<file path="config.mk">
export PLATFORM = sky130hd
export DESIGN_NAME = pll_lock_sequencer
export DESIGN_NICKNAME = d
export VERILOG_FILES = /design/src/rtl/pll_seq_pkg.sv /design/src/rtl/bit_sync.sv /design/src/rtl/pll_lock_sequencer.sv
export SDC_FILE = /design/constraint.sdc
export NUM_CORES = 1
export LEC_CHECK = 0
export ABC_AREA = 1
export BUFFER_PORTS_ARGS = -buffer_cell sky130_fd_sc_hd__buf_2
export CAP_MARGIN = 20
export CORE_MARGIN = 3
export CORE_UTILIZATION = 55
export DETAILED_ROUTE_END_ITERATION = 10
export HOLD_SLACK_MARGIN = 0.1
export PLACE_DENSITY = 0.73
export SLEW_MARGIN = 20
export SYNTH_ARGS = -nofsm -noshare
export SYNTH_HDL_FRONTEND = slang
export SYNTH_HIERARCHICAL = 1
export SYNTH_SLANG_ARGS = --single-unit
export TNS_END_PERCENT = 1
</file>
<file path="constraint.sdc">
create_clock -name clk -period 1.8 [get_ports clk]
set_input_delay 0.18 -clock clk [delete_from_list [all_inputs] [get_ports clk]]
set_output_delay 0.18 -clock clk [all_outputs]
set_load 0.005 [all_outputs]
</file>
<file path="src/rtl/pll_seq_pkg.sv">
// Shared types and helpers for the PLL lock sequencer: FSM state encoding
// and counter sizing.
package pll_seq_pkg;

  typedef enum logic [1:0] {
    WAIT_LOCK = 2'd0,
    STABILIZE = 2'd1,
    RUN       = 2'd2,
    HOLD      = 2'd3
  } state_e;

  // Width of a counter that must reach n-1; never narrower than one bit.
  function automatic int cnt_width(input int n);
    return (n <= 2) ? 1 : $clog2(n);
  endfunction

endpackage

</file>
<file path="src/rtl/bit_sync.sv">
// Multi-flop synchronizer for a single asynchronous bit, with synchronous
// active-low reset. Reusable for any asynchronous level input.
module bit_sync #(
  parameter int STAGES = 2
) (
  input  logic clk,
  input  logic reset_n,
  input  logic d,
  output logic q
);

  logic [STAGES-1:0] sync_q;
  logic [STAGES-1:0] sync_d;

  assign sync_d = {sync_q[STAGES-2:0], d};

  // NOTE: sequential state uses non-blocking assignment so every flop samples
  // pre-edge values; blocking here would collapse the chain into one stage.
  always_ff @(posedge clk) begin
    if (!reset_n) sync_q <= '0;
    else          sync_q <= sync_d;
  end

  assign q = sync_q[STAGES-1];

endmodule

</file>
<file path="src/rtl/pll_lock_sequencer.sv">
// Releases the 96 MHz domain's synchronous reset once the PLL lock flag has
// been stable long enough; re-asserts it on lock loss and counts losses.
module pll_lock_sequencer
  import pll_seq_pkg::*;
#(
  parameter int STABLE_CYCLES = 9600,
  parameter int HOLD_CYCLES   = 16,
  parameter int SYNC_STAGES   = 2,
  parameter int CNT_W         = 8
) (
  input  logic             clk,
  input  logic             reset_n,
  input  logic             pll_locked,
  input  logic             clear_stats,
  output logic             sys_rst_n,
  output logic             ready,
  output logic             lock_lost,
  output logic [CNT_W-1:0] loss_count,
  output logic [1:0]       state
);

  localparam int SW = cnt_width(STABLE_CYCLES);
  localparam int HW = cnt_width(HOLD_CYCLES);
  localparam logic [SW-1:0]    STABLE_LAST = SW'(STABLE_CYCLES - 1);
  localparam logic [HW-1:0]    HOLD_LAST   = HW'(HOLD_CYCLES - 1);
  localparam logic [CNT_W-1:0] CNT_MAX     = '1;

  logic locked_s;

  bit_sync #(.STAGES(SYNC_STAGES)) u_lock_sync (
    .clk     (clk),
    .reset_n (reset_n),
    .d       (pll_locked),
    .q       (locked_s)
  );

  state_e           state_q, state_d;
  logic [SW-1:0]    stable_cnt_q, stable_cnt_d;
  logic [HW-1:0]    hold_cnt_q, hold_cnt_d;
  logic             sys_rst_n_q, sys_rst_n_d;
  logic             ready_q, ready_d;
  logic             lock_lost_q, lock_lost_d;
  logic [CNT_W-1:0] loss_count_q, loss_count_d;

  always_comb begin
    // NOTE: every signal assigned here gets a default first, so no path
    // through the case can leave one unassigned and infer a latch.
    state_d      = state_q;
    stable_cnt_d = '0;
    hold_cnt_d   = '0;
    lock_lost_d  = 1'b0;

    case (state_q)
      WAIT_LOCK: if (locked_s) state_d = STABILIZE;
      STABILIZE: begin
        if (!locked_s)                     state_d = WAIT_LOCK;
        else if (stable_cnt_q == STABLE_LAST) state_d = RUN;
        else                               stable_cnt_d = stable_cnt_q + SW'(1);
      end
      RUN: begin
        if (!locked_s) begin
          state_d     = HOLD;
          lock_lost_d = 1'b1;
        end
      end
      HOLD: begin
        // Leaves after a fixed time whatever the lock flag does meanwhile.
        if (hold_cnt_q == HOLD_LAST) state_d = WAIT_LOCK;
        else                         hold_cnt_d = hold_cnt_q + HW'(1);
      end
      default: state_d = WAIT_LOCK;
    endcase

    sys_rst_n_d = (state_d == RUN);
    ready_d     = sys_rst_n_d & sys_rst_n_q;

    // A clear coinciding with a loss still records that loss.
    loss_count_d = loss_count_q;
    if (clear_stats)
      loss_count_d = lock_lost_d ? CNT_W'(1) : '0;
    else if (lock_lost_d && (loss_count_q != CNT_MAX))
      loss_count_d = loss_count_q + CNT_W'(1);
  end

  always_ff @(posedge clk) begin
    if (!reset_n) begin
      state_q      <= WAIT_LOCK;
      stable_cnt_q <= '0;
      hold_cnt_q   <= '0;
      sys_rst_n_q  <= 1'b0;
      ready_q      <= 1'b0;
      lock_lost_q  <= 1'b0;
      loss_count_q <= '0;
    end else begin
      state_q      <= state_d;
      stable_cnt_q <= stable_cnt_d;
      hold_cnt_q   <= hold_cnt_d;
      sys_rst_n_q  <= sys_rst_n_d;
      ready_q      <= ready_d;
      lock_lost_q  <= lock_lost_d;
      loss_count_q <= loss_count_d;
    end
  end

  assign sys_rst_n  = sys_rst_n_q;
  assign ready      = ready_q;
  assign lock_lost  = lock_lost_q;
  assign loss_count = loss_count_q;
  assign state      = state_q;

endmodule

</file>
Yosys cells after proc, flatten, opt, wreduce, memory -nomap -nowiden. Cells that the tools add are included.

Mux-type cells: 11. Multipliers: 0. Shift-type cells: 0. Divide/modulo/power cells: 0. Equality and inequality tests: 7. Reductions and logical operators: 5. Add/sub/neg operators: 3. Order comparisons: 0. Bitwise gates (word level): 5.

Operators by type and width (count): $mux W8 (2); $add A14 B1 Y14 const B (1); $eq A14 B14 Y1 const B (1); $mux W2 (5); $add A8 B1 Y8 const B (1); $ne A8 B8 Y1 const B (1); $pmux W2 S4 (1); $eq A2 B2 Y1 const B (3); $add A4 B1 Y4 const B (1); $eq A4 B4 Y1 const B (1); $not A1 Y1 (4); $reduce_or A4 Y1 (1); $mux W1 (3); $reduce_or A3 Y1 (1); $eq A2 B1 Y1 const B (1); $logic_not A2 Y1 (1); $reduce_bool A2 Y1 (1); $and A1 B1 Y1 (1); $logic_and A1 B1 Y1 (1).

Output and inout bits: 13. Bits in read-only memories: 0. Bits in latches: 0. Register bits: 33. Input port bits: 4. Memories: 0. Memory bits (writable): 0. Word-level logic and storage cells: 39.

Depth between registers and ports, before layout.
Depth after elaboration: 6. Depth in mapped cells: 11. Mapped depth without buffers: 11.

Cells and area by module. Netlist, hierarchy kept.

Modules (own cells, without submodules): pll_lock_sequencer (area an instance 1520.2 sq um, instances 1, cells an instance 207, seq. area each 620.6 sq um); bit_sync (area an instance 55.1 sq um, instances 1, cells an instance 6, seq. area each 40.0 sq um).

Worst setup path before layout. OpenSTA, ideal clock, no wires.

Path type: register to register. Start: reg stable_cnt_q[0]. End: reg stable_cnt_q[10]. Setup time: 122 ps. Slack: 424 ps. Arrival time: 1255 ps. Period minus slack after synthesis: 1376 ps. Cell stages (with the launch flop): 8. Path buffers: 1. Data required time: 1678 ps. Cells stage by stage: dfxtp_1 ha_1 nand3_4 nor3_4 nand2_1 nand3_2 buf_6 a21oi_1.

Longest elaborated chain between the ends: 2. Elaborated cells on any way between the ends: 3. Classes of those cells: add/sub: 1; eq/ne: 1; reduce/logical: 1.

Ends and longest elaborated chain: start, declared (RTL line pll_lock_sequencer.sv:38) `logic [SW-1:0] stable_cnt_q, stable_cnt_d;`; start signal, assigned (RTL line pll_lock_sequencer.sv:96) `stable_cnt_q <= stable_cnt_d;`; branches (longest 2 deep; another with $add A14 B1 Y14).

Several ways; the timed one is not identified. A chain may end at the register's enable or synchronous reset.

Worst setup path after layout.
Start: reg stable_cnt_q[0]. End: reg stable_cnt_q[9].

Same word-level chain as after synthesis.

==> flow_summary.json <==
{
  "clkTransAtPathRegs_ps": 100,
  "grt_pass1_wl_um": 5080,
  "cp_max_fo": 14,
  "yosysUniqueCellTypes": 25,
  "critical_path_arrival_ps": 1840,
  "ys.flop_type": "dfxtp_1",
  "p_clk_share_pct": 34.2,
  "die_area_um2": 3540,
  "setup_violations": 0,
  "drc": 0,
  "synth_warnings": 6,
  "ff2ff_path_depth": 7,
  "internal_power_uw": 1030,
  "worst_slew_pin_slew_ps": 465,
  "cts_tree": "yes",
  "finalNonFillerCells": 267,
  "period_share_pct": 88.7,
  "finalCriticalPeriod_ps": 1600,
  "synth.area.top_cells": "dfxtp_1, nand2_1, nor2_1",
  "gp_congestion": 0.803,
  "fin_area_um2": 1760,
  "ys_async_sr_fraction_pct": 0,
  "status": "finished clean",
  "power_leakage_uw": 0.000733,
  "required_ps": 2040,
  "drv_slew": 0,
  "cts_made_buffers": 5,
  "slew_headroom_pct": 68.9,
  "yosys-top-cells-count": "nand2_1, nor2_1, dfxtp_1, inv_1, nand3_1",
  "synth-seq-area-share_pct": 41.9,
  "hp-start": "reset_n",
  "cts_sinks": 33,
  "layout_setup_ws_ps": 203,
  "area_delta_synth_final_pct": 11.8,
  "dr_total_vias": 1399,
  "ir_drop_mv": 0.546,
  "synthMostInstantiatedCell": "nand2_1",
  "fin_tns_setup_ps": 0,
  "critPathKind": "reg2reg",
  "switching_share_pct": 25.9,
  "grt_util_all_layers_pct": 18.7,
  "combPwrFrac_pct": 10.1,
  "fillers": 235,
  "end_kind": "flop",
  "max_freq_mhz": 626,
  "detail-route-antenna-nets": 0,
  "syn_inst": 213,
  "drt_iter0_drc": 33,
  "startpoint": "stable_cnt_q[0]",
  "die_y_um": 59.5,
  "fin_worst_skew_ps": 11.0,
  "synthesis.area_um2": 1580,
  "antenna_cells": 0,
  "coreArea_um2": 2590,
  "num_rows": 18,
  "firstDrtPassIters": 4,
  "hpwl_um": 2250,
  "synth_seq_cells": 33,
  "dp_cells": 258,
  "grt_max_degree": 15,
  "seqPwrFrac_pct": 55.7,
  "grt_setup_unrepaired": "false",
  "root_buffer": "clkbuf_4",
  "synth-edff-count": 0,
  "hold_class": "in2reg",
  "nets": 243,
  "maxCapViolations": 0,
  "hold_viol": 0,
  "powerDensity_nw_per_um2": 789,
  "layout-drive-gt1-share_pct": 18.1,
  "utilization_pct": 68.0,
  "cts-htree-levels": 2,
  "start_util_pct": 60.8,
  "r2r_start": "stable_cnt_q[0]",
  "preCtsSetupSlack_ps": 208,
  "hold_depth": 3,
  "synth.top_cell.area_share_pct": 41.9,
  "p_switching_uw": 359,
  "synth_nets": 220,
  "placed_area_um2": 1680,
  "die_w_um": 59.5,
  "port-buffer-count": 16,
  "clk-insertion-delay-late_ps": 330,
  "wl_per_cell_um": 11.0,
  "top_level_ports": 17,
  "totalWireLength_um": 2940,
  "avgViaCountPerCell": 5.24,
  "antenna_found_initial": 0,
  "start_kind": "flop",
  "avgSynthCellArea_um2": 7.40,
  "synth_top_cell_by_area": "dfxtp_1",
  "clock_path_buffers": 2,
  "grt_pass1_vias": 1298,
  "gr-total-overflow": 0
}
-- final timing paths --
path,to,slack (ps)
max reg2reg,stable_cnt_q[9],200
min reg2reg,u_lock_sync/sync_q[1],420
max,stable_cnt_q[9],200
min,u_lock_sync/sync_q[1],130
-- cells in the final DEF (no fill, tap or decap), drive strengths merged, types with 2 or more instances in the layout --
master,instances
a21oi,14
buf,16
clkbuf,7
dfxtp,33
ha,3
inv,34
nand2,44
nand3,19
nand4,2
nor2,38
nor3,13
o21ai,7
xor2,2
-- power by group through the flow --
stage	logic [µW]	clock network, µW	registers, µW
finish	141	475	774
global route	160	517	781
CTS	142	489	775
detailed placement	140	0	792
global placement	135	0	790
floorplan	99.0	0	791
-- stage by stage --
step | hold WS [ps] | power [µW]
global placement | 357 | 925
finish | 130 | 1390
detailed placement | 371 | 932
floorplan | 273 | 890
global route | 121 | 1460
CTS | 117 | 1410
-- area by class of cell --
cell class | instances | area [µm²] | share of cell area (%)
multi-input cells | 145 | 776 | 44.0
flip-flops and latches | 33 | 661 | 37.5
inverters | 34 | 128 | 7.24
repair buffers | 17 | 90.1 | 5.11
clock buffers | 7 | 65.1 | 3.69
well taps | 30 | 37.5 | 2.13
clock inverters | 1 | 5.00 | 0.284
-- layer usage --
metal	GRT usage [%]	share of wire, %
met1	21.8	46
met2	31.2	48
met3	4.79	4.2
met4	10.1	1.7
met5	0	0
-- flip-flops by register name (all words and copies together), names as in the netlist --
name,cells
state,2
ready,1
sys_rst_n,1
stable_cnt_q,14
hold_cnt_q,4
loss_count,8
lock_lost,1
u_lock_sync/sync_q,2
-- worst max-delay path, stage by stage, from the launching register on --
cell and delay (ps):
dfxtp_1 410, ha_1 260, nand3_4 130, nor3_4 170, nand2_1 110, nand3_2 250
nor2_1 70, o21a_1 100
-- logic make-up after synthesis --
kind of cell / count (synthesis) / synth area share (%)
flip-flops: 33 / 41.9
adder cells (fa/ha/maj): 3 / 2.38
buffers and inverters: 35 / 8.82
AND/OR/NAND/NOR: 117 / 37.3
XOR/XNOR: 3 / 1.67
AO/OA/AOI/OAI: 22 / 7.86
-- what timing repair did --
action	4_1_cts	5_1_grt
resized for setup	0	0
hold buffers	1	0
setup buffers	0	0
endpoints found under the hold margin	1	0
Note: power is estimated with default switching activity, not from simulation.
